===== src/rtl/operand_entry.sv =====
// Keypad operand entry for a two-operand calculator: builds signed operands A/B
// digit by digit, latches the operator and hands off to an arithmetic unit.
module operand_entry (
    input  logic        clk,
    input  logic        RST,
    input  logic        read_input,
    input  logic [3:0]  keypad_input,
    input  logic [2:0]  operator_input,
    input  logic        equal_input,
    output logic        key_read,
    output logic [15:0] operand_a,
    output logic [15:0] operand_b,
    output logic [2:0]  op_code,
    output logic        calc_start,
    input  logic        calc_done,
    output logic [15:0] display_value,
    output logic        entry_err
);

    typedef enum logic [1:0] {
        ENTER_A     = 2'd0,
        ENTER_B     = 2'd1,
        WAIT_CALC   = 2'd2,
        SHOW_RESULT = 2'd3
    } state_t;

    localparam logic [2:0] OP_MINUS = 3'b001;

    state_t      state_q, state_d;
    logic        armed_q, armed_d;
    logic        key_read_q, key_read_d;
    logic        calc_start_q, calc_start_d;
    logic [14:0] mag_a_q, mag_a_d, mag_b_q, mag_b_d;
    logic        sign_a_q, sign_a_d, sign_b_q, sign_b_d;
    logic        seen_a_q, seen_a_d, seen_b_q, seen_b_d;
    logic [2:0]  op_q, op_d;
    logic        err_q, err_d;

    logic        key_present, consume, is_arith, digit_ok, cur_seen;
    logic [14:0] cur_mag;
    logic [19:0] mag_new;

    assign key_present = read_input | (operator_input != 3'b000) | equal_input;
    assign is_arith    = (operator_input == 3'b010) || (operator_input == 3'b011) ||
                         (operator_input == 3'b100);
    // Keys are never taken while the arithmetic unit is busy.
    assign consume     = key_present & armed_q & (state_q != WAIT_CALC);

    assign cur_mag  = (state_q == ENTER_B) ? mag_b_q  : mag_a_q;
    assign cur_seen = (state_q == ENTER_B) ? seen_b_q : seen_a_q;
    assign mag_new  = 20'(cur_mag) * 20'd10 + 20'(keypad_input);
    assign digit_ok = (mag_new <= 20'd32767);

    always_comb begin
        state_d      = state_q;
        armed_d      = armed_q;
        key_read_d   = 1'b0;
        calc_start_d = 1'b0;
        mag_a_d      = mag_a_q;
        mag_b_d      = mag_b_q;
        sign_a_d     = sign_a_q;
        sign_b_d     = sign_b_q;
        seen_a_d     = seen_a_q;
        seen_b_d     = seen_b_q;
        op_d         = op_q;
        err_d        = err_q;

        if (!key_present)
            armed_d = 1'b1;

        if (consume) begin
            armed_d    = 1'b0;
            key_read_d = 1'b1;
            case (state_q)
                ENTER_A, ENTER_B: begin
                    if (equal_input) begin
                        if (state_q == ENTER_B) begin
                            calc_start_d = 1'b1;
                            state_d      = WAIT_CALC;
                        end
                    end else if (operator_input != 3'b000) begin
                        if (operator_input == OP_MINUS) begin
                            if (!cur_seen && cur_mag == 15'd0) begin
                                if (state_q == ENTER_B) sign_b_d = ~sign_b_q;
                                else                    sign_a_d = ~sign_a_q;
                            end
                        end else if (is_arith) begin
                            op_d = operator_input;
                            if (state_q == ENTER_A) begin
                                mag_b_d  = '0;
                                sign_b_d = 1'b0;
                                seen_b_d = 1'b0;
                                state_d  = ENTER_B;
                            end
                        end
                    end else if (digit_ok) begin
                        if (state_q == ENTER_B) begin
                            mag_b_d  = mag_new[14:0];
                            seen_b_d = 1'b1;
                        end else begin
                            mag_a_d  = mag_new[14:0];
                            seen_a_d = 1'b1;
                        end
                    end else begin
                        err_d = 1'b1;
                    end
                end
                SHOW_RESULT: begin
                    // Any digit/operator starts a fresh calculation.
                    if (!equal_input) begin
                        mag_a_d  = '0;
                        sign_a_d = 1'b0;
                        seen_a_d = 1'b0;
                        mag_b_d  = '0;
                        sign_b_d = 1'b0;
                        seen_b_d = 1'b0;
                        op_d     = 3'b000;
                        err_d    = 1'b0;
                        if (operator_input != 3'b000) begin
                            if (operator_input == OP_MINUS) begin
                                sign_a_d = 1'b1;
                                state_d  = ENTER_A;
                            end else if (is_arith) begin
                                op_d    = operator_input;
                                state_d = ENTER_B;
                            end else begin
                                state_d = ENTER_A;
                            end
                        end else begin
                            mag_a_d  = 15'(keypad_input);
                            seen_a_d = 1'b1;
                            state_d  = ENTER_A;
                        end
                    end
                end
                default: ;
            endcase
        end else if (state_q == WAIT_CALC && calc_done) begin
            state_d = SHOW_RESULT;
        end
    end

    always_ff @(posedge clk or posedge RST) begin
        if (RST) begin
            state_q      <= ENTER_A;
            armed_q      <= 1'b1;
            key_read_q   <= 1'b0;
            calc_start_q <= 1'b0;
            mag_a_q      <= '0;
            mag_b_q      <= '0;
            sign_a_q     <= 1'b0;
            sign_b_q     <= 1'b0;
            seen_a_q     <= 1'b0;
            seen_b_q     <= 1'b0;
            op_q         <= 3'b000;
            err_q        <= 1'b0;
        end else begin
            state_q      <= state_d;
            armed_q      <= armed_d;
            key_read_q   <= key_read_d;
            calc_start_q <= calc_start_d;
            mag_a_q      <= mag_a_d;
            mag_b_q      <= mag_b_d;
            sign_a_q     <= sign_a_d;
            sign_b_q     <= sign_b_d;
            seen_a_q     <= seen_a_d;
            seen_b_q     <= seen_b_d;
            op_q         <= op_d;
            err_q        <= err_d;
        end
    end

    assign operand_a     = sign_a_q ? -{1'b0, mag_a_q} : {1'b0, mag_a_q};
    assign operand_b     = sign_b_q ? -{1'b0, mag_b_q} : {1'b0, mag_b_q};
    // B stays on display through the calculation; the result is shown elsewhere.
    assign display_value = (state_q == ENTER_A) ? operand_a : operand_b;
    assign key_read      = key_read_q;
    assign calc_start    = calc_start_q;
    assign op_code       = op_q;
    assign entry_err     = err_q;

endmodule

===== config.mk =====
export PLATFORM = sky130hd
export DESIGN_NAME = operand_entry
export DESIGN_NICKNAME = d
export VERILOG_FILES = /design/src/rtl/operand_entry.sv
export SDC_FILE = /design/constraint.sdc
export NUM_CORES = 1
export LEC_CHECK = 0
export CAP_MARGIN = 10
export CORE_ASPECT_RATIO = 2
export CORE_UTILIZATION = 41
export CTS_BUF_LIST = sky130_fd_sc_hd__clkbuf_2 sky130_fd_sc_hd__clkbuf_4 sky130_fd_sc_hd__clkbuf_8
export CTS_CLUSTER_SIZE = 12
export DETAILED_ROUTE_END_ITERATION = 16
export PLACE_DENSITY = 0.74
export SLEW_MARGIN = 20
export SYNTH_ARGS = -nofsm -noshare
export SYNTH_HDL_FRONTEND = slang
export SYNTH_SLANG_ARGS = --single-unit

===== constraint.sdc =====
create_clock -name clk -period 13.7 [get_ports clk]
set_clock_uncertainty 0.2 [all_clocks]
set_input_delay 2.74 -clock clk [delete_from_list [all_inputs] [get_ports clk]]
set_output_delay 2.74 -clock clk [all_outputs]
set_load 0.02 [all_outputs]

# Word-level counts from Yosys, hierarchy flattened
# Index checks and enable logic that the tools add are counted.
[classes] addsub=3 mul=1 div=0 n_lt_le_gt_ge=1 n_eq_ne=36 n_shift=0 mux=85 n_bitwise=6 n_reduce_logical=18
[op_table] operator="two-way mux 15 bit" count=14
[op_table] operator="one-hot mux 15 bit (2 select lines)" count=2
[op_table] operator="two-way mux 16 bit" count=3
[op_table] operator="two-way mux 1 bit" count=40
[op_table] operator="negation 15 -> 16 bit" count=2
[op_table] operator="!= test 3 bit, second input constant" count=10
[op_table] operator="two-way mux 3 bit" count=8
[op_table] operator="!= test 2 bit, second input constant" count=12
[op_table] operator="adder 19 x 4 -> 20 bit" count=1
[op_table] operator="<= comparator 20 x 15 -> 1 bit, second input constant" count=1
[op_table] operator="two-way mux 2 bit" count=10
[op_table] operator="!= test 4 bit, second input constant" count=5
[op_table] operator="multiplier 15 x 3 -> 18 bit, second input constant" count=1
[op_table] operator="AND reduction 9 bit" count=2
[op_table] operator="AND reduction 8 bit" count=2
[op_table] operator="logical NOT 15 bit" count=1
[op_table] operator="AND reduction 7 bit" count=2
[op_table] operator="one-hot mux 1 bit (2 select lines)" count=5
[op_table] operator="equality test 3 x 2 -> 1 bit, second input constant" count=2
[op_table] operator="one-hot mux 3 bit (2 select lines)" count=1
[op_table] operator="AND reduction 6 bit" count=1
[op_table] operator="equality test 2 bit, second input constant" count=2
[op_table] operator="two-way mux 4 bit" count=1
[op_table] operator="one-hot mux 2 bit (2 select lines)" count=1
[op_table] operator="15 further kinds" count=21
[word_totals] ff_bits=43 latchBits=0 ram_bits=0 romBits=0 out_inout_bits=54 mem_count=0

# Logic depth before layout (Yosys ltp)
# Gate-level depths: netlist of run 1.
[depth] word_depth=9 ltp_mapped=20 mapped_depth_nobuf=16

# Least setup slack after synthesis of run 1
# No wires, ideal clock.
[synth_path] path_type="input to register" from="input keypad_input[1]" to="register mag_a_q[7]" setup_time_ns=0.122 arrival_ns=5.405 required_ns=13.378 slack_ns=7.973 stages=13 path_cell_list="ha_1 -> inv_1 -> fa_1 -> nor2b_1 -> o2111ai_1 -> nand3b_1 -> a2111o_1 -> nand4b_1 -> mux2i_2 -> o31ai_4 -> nand3_4 -> buf_6 -> a32o_1"
[synth_via] elab_chain_len=6
[synth_rtl] item="start: declaration" line="7" source="input logic [3:0] keypad_input,"
[synth_rtl] item="adder 19 x 4 -> 20 bit (*)" line="51" source="assign mag_new = 20'(cur_mag) * 20'd10 + 20'(keypad_input);"
[synth_rtl] item="branches (longest 5 deep; another with <= comparator 20 x 15 -> 1 bit)"
[synth_rtl] item="end signal: assignment" line="162" source="mag_a_q <= mag_a_d;"
[synth_rtl] item="end: declaration" line="33" source="logic [14:0] mag_a_q, mag_a_d, mag_b_q, mag_b_d;"
# Every way passes the cells marked *. The select of a mux whose other input is x is not followed.
# A chain may end at the register's enable or synchronous reset.

# Worst setup path in the final report of run 1
[layout_path] from="input keypad_input[1]" to="register seen_b_q"
[layout_via] elab_chain_len=4
[layout_rtl] item="adder 19 x 4 -> 20 bit" line="51"
[layout_rtl] item="<= comparator 20 x 15 -> 1 bit" line="52" source="assign digit_ok = (mag_new <= 20'd32767);"
[layout_rtl] item="!= test 3 bit (no line)"
[layout_rtl] item="AND reduction 9 bit (no line)"
[layout_rtl] item="end signal: assignment" line="167" source="seen_b_q <= seen_b_d;"
[layout_rtl] item="end: declaration" line="35" source="logic seen_a_q, seen_a_d, seen_b_q, seen_b_d;"
# No other way between the ends.

==> impl_metrics.toml, run 1 <==
[cells_and_area]
fin_util_pct = 49.8
layout.nets = 595
num_antenna_cells = 0
mostFrequentLayoutCells = "clkdlybuf4s50_1 (65), nand2_1 (46), dfrtp_1 (42), xnor2_1 (38), nor2_1 (33)"
final_common_cell = "clkdlybuf4s50_1"
areaGrowthSynthToFinish_pct = 17.8
layout-drive-gt1-share_pct = 8.88

[critical_path]
path_class = "input port to flip-flop"
worstPathMaxFanout = 15
required_ns = 13.76
rr_startpoint = "state_q[1]$_DFFE_PP0P_"
start_kind = "input port"
r2r_slack_ns = 7.46
arrival_ns = 6.63
worst-r2r-cell-count = 16
worst_setup_path_end_kind = "flip-flop"
r2r_end = "seen_b_q$_DFFE_PP0P_"

[floorplan]
die-area_um2 = 11300
ios = 66
core_um2 = 10500
die_w_um = 75.5
start_util_pct = 42.3
num_rows = 53
die_h_um = 149

[power]
p_switching_uw = 178
power_frac_clock_pct = 23.8
power_uw = 450
combPwrFrac_pct = 44.0
p_int_uw = 272
swShare_pct = 39.5
leakagePower_uw = 0.00230
ir_drop_v = 0.0000459
power_density_nw_per_um2 = 86.2
pwr-share-seq_pct = 32.3

[timing]
maxSlewHeadroom_pct = 23.5
maxSlewViolCount = 0
worst_pin_slew_ns = 1.14
finalCriticalPeriod_ns = 6.57
hold_violations = 0
finalCritPeriodShare_pct = 48.0
whs_ns = 0.324
fmax_mhz = 152
setup_slack_ns = 7.13
finalSetupViolations = 0
rsz0062_at_grt = "false"
tns_ns = 0

[clock_network]
clk_pin_slew_ns = 0.09
worstSkewPairLatency_ns = 0.32
cts_sinks = 43
cts_buffers = 5
htreeDepth = 2
cts_tree = "built"
hold_buffers = 0
clockBufferDepth = 2
clock-root-buffer = "clkbuf_8"
ctsResizeCount = 0
cts_setup_buffers = 0

[yosys]
yosysSeqAreaShare_pct = 24.3
yosysUniqueCellTypes = 66
synthXorXnorAreaFrac_pct = 10.7
muxShareOfSynthArea_pct = 10.3
syn_area_um2 = 4430
synth-simple-area-share_pct = 17.9
synth_edf_count = 0
synth_top_family_by_area = "compound AO/OA/AOI/OAI gates"
synth_fa_ha_area_share_pct = 9.38
yosys.area.top_type = "dfrtp_1"
synth_cells = 512
yosys-top-cells-area = "dfrtp_1 (24%), ha_1 (8.5%), xnor2_1 (7.5%)"
syn_area_per_cell_um2 = 8.65
synth_compound_area_share_pct = 21.6
async_reset_ff_share_pct = 100
syn-num-nets = 556
synth_top_area_share_pct = 23.7
synth_ff_type = "dfrtp_1"
synth_seq_cells = 43
ys_warn_count = 0

[routing]
vias = 4208
drt_wl_total_mm = 13.2
drtIter0Drc = 279
first_pass_iters = 6
wire_per_inst_um = 19.2
drc = 0
drt-vias-per-instance = 6.11
ant_nets = 0

[flow_run]
maxCapViolCount = 0

[placed_design]
hpwlAfterDp_mm = 10.4
post-place-ws_ns = 6.85
io_buffers = 65
gp_congestion = 0.907

[outcome]
status = "finished clean"

[worst_hold_path]
hold_start = "seen_b_q$_DFFE_PP0P_"
whs_endpoint = "seen_b_q$_DFFE_PP0P_"
whs_path_depth = 1
min-delay-path-class = "flip-flop to flip-flop"

[grt]
antenna_found_initial = 0
grt_start_max_net_pins = 44
grt_pass1_wl_mm = 21.3
grt_use_total_pct = 25.1
grt-ovfl-total = 0
grt_pass1_vias = 4310
==> how the worst max path moves through the flow <==
stage / from / end / slack, ns / cells past startpoint
6_report: keypad_input[1] / seen_b_q$_DFFE_PP0P_ / 7.13 / 13
5_1_grt: keypad_input[1] / seen_b_q$_DFFE_PP0P_ / 6.91 / 13
4_1_cts: keypad_input[1] / seen_b_q$_DFFE_PP0P_ / 7.18 / 13
3_5_place_dp: keypad_input[1] / seen_b_q$_DFFE_PP0P_ / 6.85 / 13
3_3_place_gp: keypad_input[1] / seen_b_q$_DFFE_PP0P_ / 6.99 / 13
2_1_floorplan: keypad_input[1] / mag_a_q[7]$_DFFE_PP0P_ / 7.97 / 13
==> final cells by class <==
class | count | area [µm²]
Sequential cell | 43 | 1080
Multi-Input combinational cell | 410 | 3100
Timing Repair Buffer | 67 | 666
Clock inverter | 2 | 35.0
Tap cell | 137 | 171
Clock buffer | 6 | 82.6
Inverter | 24 | 90.1
Fill cell | 1046 | 5260
==> per-stage QoR <==
step / instance area [µm²] / instances
floorplan: 4430 / 512
global placement: 5100 / 681
detailed placement: 5100 / 681
CTS: 5220 / 689
global route: 5220 / 689
finish: 5220 / 689
==> kinds of logic after synthesis <==
logic type	Yosys count
flip-flops	43
buffers and inverters	59
AND/OR/NAND/NOR	155
XOR/XNOR	54
multiplexers	42
AO/OA/AOI/OAI	127
adder cells (fa/ha/maj)	32
==> critical path, cell delays in order <==
cell and delay [ns]:
clkdlybuf4s50_1 0.49, ha_1 0.17, inv_1 0.06, fa_1 0.40
nor2b_1 0.18, o2111ai_1 0.17, nand3b_1 0.23, a2111o_1 0.35
nand4b_1 0.23, mux2i_2 0.35, nor4b_1 0.11, o21ai_1 0.87
a22o_1 0.28
==> synthesized netlist by cell type, drive strengths merged, types with 4 or more instances <==
library cell	count
ha	30
nor2b	7
nor3	11
nand2b	9
a21oi	18
and2	4
mux2	25
xor2	16
nor2	33
dfrtp	42
inv	24
and3	6
o21ai	33
xnor2	38
o31ai	9
or2	4
nor4	4
a32o	23
buf	14
clkbuf	21
mux2i	17
nand3	12
o21a	4
a211oi	5
or3	5
a21o	6
nand2	46
==> routing by layer <==
layer	wire length, µm	GRT usage (%)	up-vias
li1	-	-	1927
met1	4350	23.9	2018
met2	7240	45.3	187
met3	511	2.64	76
met4	1110	21.2	0
met5	0	0	-
==> sequential cells by signal, summed over array words and instances (netlist names) <==
signal,count
key_read,1
state_q,2
mag_a_q,15
calc_start,1
mag_b_q,15
sign_b_q,1
seen_b_q,1
op_code,3
entry_err,1
armed_q,1
seen_a_q,1
sign_a_q,1
==> power by group through the flow <==
stage | clock network, µW | logic, µW | registers (µW)
floorplan | 0 | 138 | 144
global placement | 0 | 191 | 147
detailed placement | 0 | 195 | 148
CTS | 107 | 197 | 145
global route | 112 | 217 | 146
finish | 107 | 198 | 145
Note: power is estimated with default switching activity, not from simulation.
==> inputs of run 2 (changes only) <==
==> constraint.sdc (replaced) <==
create_clock -name clk -period 6.7 [get_ports clk]
set_clock_uncertainty 0.2 [all_clocks]
set_input_delay 1.34 -clock clk [delete_from_list [all_inputs] [get_ports clk]]
set_output_delay 1.34 -clock clk [all_outputs]
set_load 0.02 [all_outputs]
==> impl_metrics.toml, run 2 (synthesis results as in run 1) <==
[clock_network]
cts_setup_buffers = 0
clk_pin_slew_ns = 0.09
hold_buffers = 0
cts_sinks = 43
cts_buffers = 5
worstSkewPairLatency_ns = 0.32
ctsResizeCount = 0
clockBufferDepth = 2
cts_tree = "built"
htreeDepth = 2
clock-root-buffer = "clkbuf_8"

[cells_and_area]
stdcell_count = 690
ff_latch_area_um2 = 1080
multi_input_area_um2 = 3100
layout-drive-gt1-share_pct = 9.04
num_antenna_cells = 0
mostFrequentLayoutCells = "clkdlybuf4s50_1 (65), nand2_1 (46), dfrtp_1 (42), xnor2_1 (38), nor2_1 (33)"
fin_util_pct = 49.8
layout.nets = 596
final_common_cell = "clkdlybuf4s50_1"
areaGrowthSynthToFinish_pct = 17.8
fill_cells = 1042

[worst_hold_path]
min-delay-path-class = "flip-flop to flip-flop"
whs_path_depth = 1
hold_start = "armed_q$_DFFE_PP1P_"
whs_endpoint = "armed_q$_DFFE_PP1P_"

[grt]
grt-ovfl-total = 0
grt_start_max_net_pins = 44
grt_use_total_pct = 25.0
grt_pass1_wl_mm = 20.9
antenna_found_initial = 0
grt_pass1_vias = 4109

[routing]
drt_wl_total_mm = 13.3
drc = 0
drtIter0Drc = 264
vias = 4170
wire_per_inst_um = 19.3
drt-vias-per-instance = 6.04
ant_nets = 0
first_pass_iters = 5

[critical_path]
worst-r2r-cell-count = 16
start_kind = "flip-flop"
path_class = "flip-flop to flip-flop"
worst_setup_path_end_kind = "flip-flop"
rr_startpoint = "state_q[1]$_DFFE_PP0P_"
worstPathMaxFanout = 17
r2r_slack_ns = 0.72
required_ns = 6.71
arrival_ns = 5.99
r2r_end = "mag_a_q[2]$_DFFE_PP0P_"

[timing]
maxSlewViolCount = 0
finalCritPeriodShare_pct = 89.2
fmax_mhz = 167
setup_slack_ns = 0.723
tns_ns = 0
finalCriticalPeriod_ns = 5.98
hold_violations = 0
rsz0062_at_grt = "false"
worst_pin_slew_ns = 1.11
finalSetupViolations = 0
whs_ns = 0.313
maxSlewHeadroom_pct = 25.6

[power]
ir_drop_v = 0.0000969
combPwrFrac_pct = 43.9
p_int_uw = 547
swShare_pct = 40.0
pwr-share-seq_pct = 32.6
power_frac_clock_pct = 23.5
leakagePower_uw = 0.00230
power_density_nw_per_um2 = 175
p_switching_uw = 365

[floorplan]
num_rows = 53
die_h_um = 149
start_util_pct = 42.3
core_um2 = 10500
die_w_um = 75.5
die-area_um2 = 11300
ios = 66

[placed_design]
placed_cells = 682
post-place-ws_ns = 0.795
gp_congestion = 0.932
hpwlAfterDp_mm = 10.6
io_buffers = 65

[outcome]
status = "finished clean"

[flow_run]
maxCapViolCount = 0
## run 2: changes by cell type in the layout (fill, tap and decap cells not counted)
cell / previous run / this run
clkbuf_8: 6 / 5
buf_4: 2 / 3
clkinv_4: 0 / 1
## run 2: layout make-up
class,instances,share of cell area (%)
Clock buffer,5,1.32
Clock inverter,3,0.839
Inverter,24,1.73
Multi-Input combinational cell,410,59.3
Sequential cell,43,20.6
Tap cell,137,3.28
Timing Repair Buffer,68,12.9
## run 2: stage by stage
stage          power [µW]  cell area, µm²
2_1_floorplan         576            4430
3_3_place_gp          691            5110
3_5_place_dp          699            5110
4_1_cts               910            5220
5_1_grt               958            5220
6_report              911            5220
## run 2: power by group through the flow
stage	Combinational, µW	Clock [µW]	Sequential (µW)
6_report	400	214	297
5_1_grt	434	224	299
4_1_cts	399	214	297
3_5_place_dp	397	0	302
3_3_place_gp	390	0	301
2_1_floorplan	282	0	294
## run 2: routing by layer
metal	vias to the layer above	track usage [%]	routed length (µm)
li1	1934	-	-
met1	2028	24.3	4530
met2	150	46.1	7300
met3	58	2.64	401
met4	0	18.2	1070
met5	-	0	0
## run 2: worst max-delay path: stages, from the launching register on
cell and delay (ns):
dfrtp_1 0.44, inv_1 0.21, ha_1 0.68, mux2i_1 0.39
inv_1 0.13, ha_1 0.29, ha_1 0.24, fa_1 0.46
a21o_1 0.25, a221oi_2 0.35, xor2_1 0.11, a2111o_1 0.44
nand4b_1 0.23, mux2i_2 0.23, o31ai_4 0.51, nand3_4 0.31
mux2_2 0.37
## run 2: worst max-delay path by stage
stage,to,from,depth (start not counted),slack [ns]
after floorplan,mag_a_q[8]$_DFFE_PP0P_,state_q[1]$_DFFE_PP0P_,18,1.38
after global placement,mag_a_q[2]$_DFFE_PP0P_,state_q[1]$_DFFE_PP0P_,16,1.02
after detailed placement,mag_b_q[1]$_DFFE_PP0P_,state_q[1]$_DFFE_PP0P_,16,0.80
after CTS,mag_b_q[1]$_DFFE_PP0P_,state_q[1]$_DFFE_PP0P_,16,0.77
after global routing,mag_b_q[1]$_DFFE_PP0P_,state_q[1]$_DFFE_PP0P_,16,0.40
final,mag_a_q[2]$_DFFE_PP0P_,state_q[1]$_DFFE_PP0P_,16,0.72
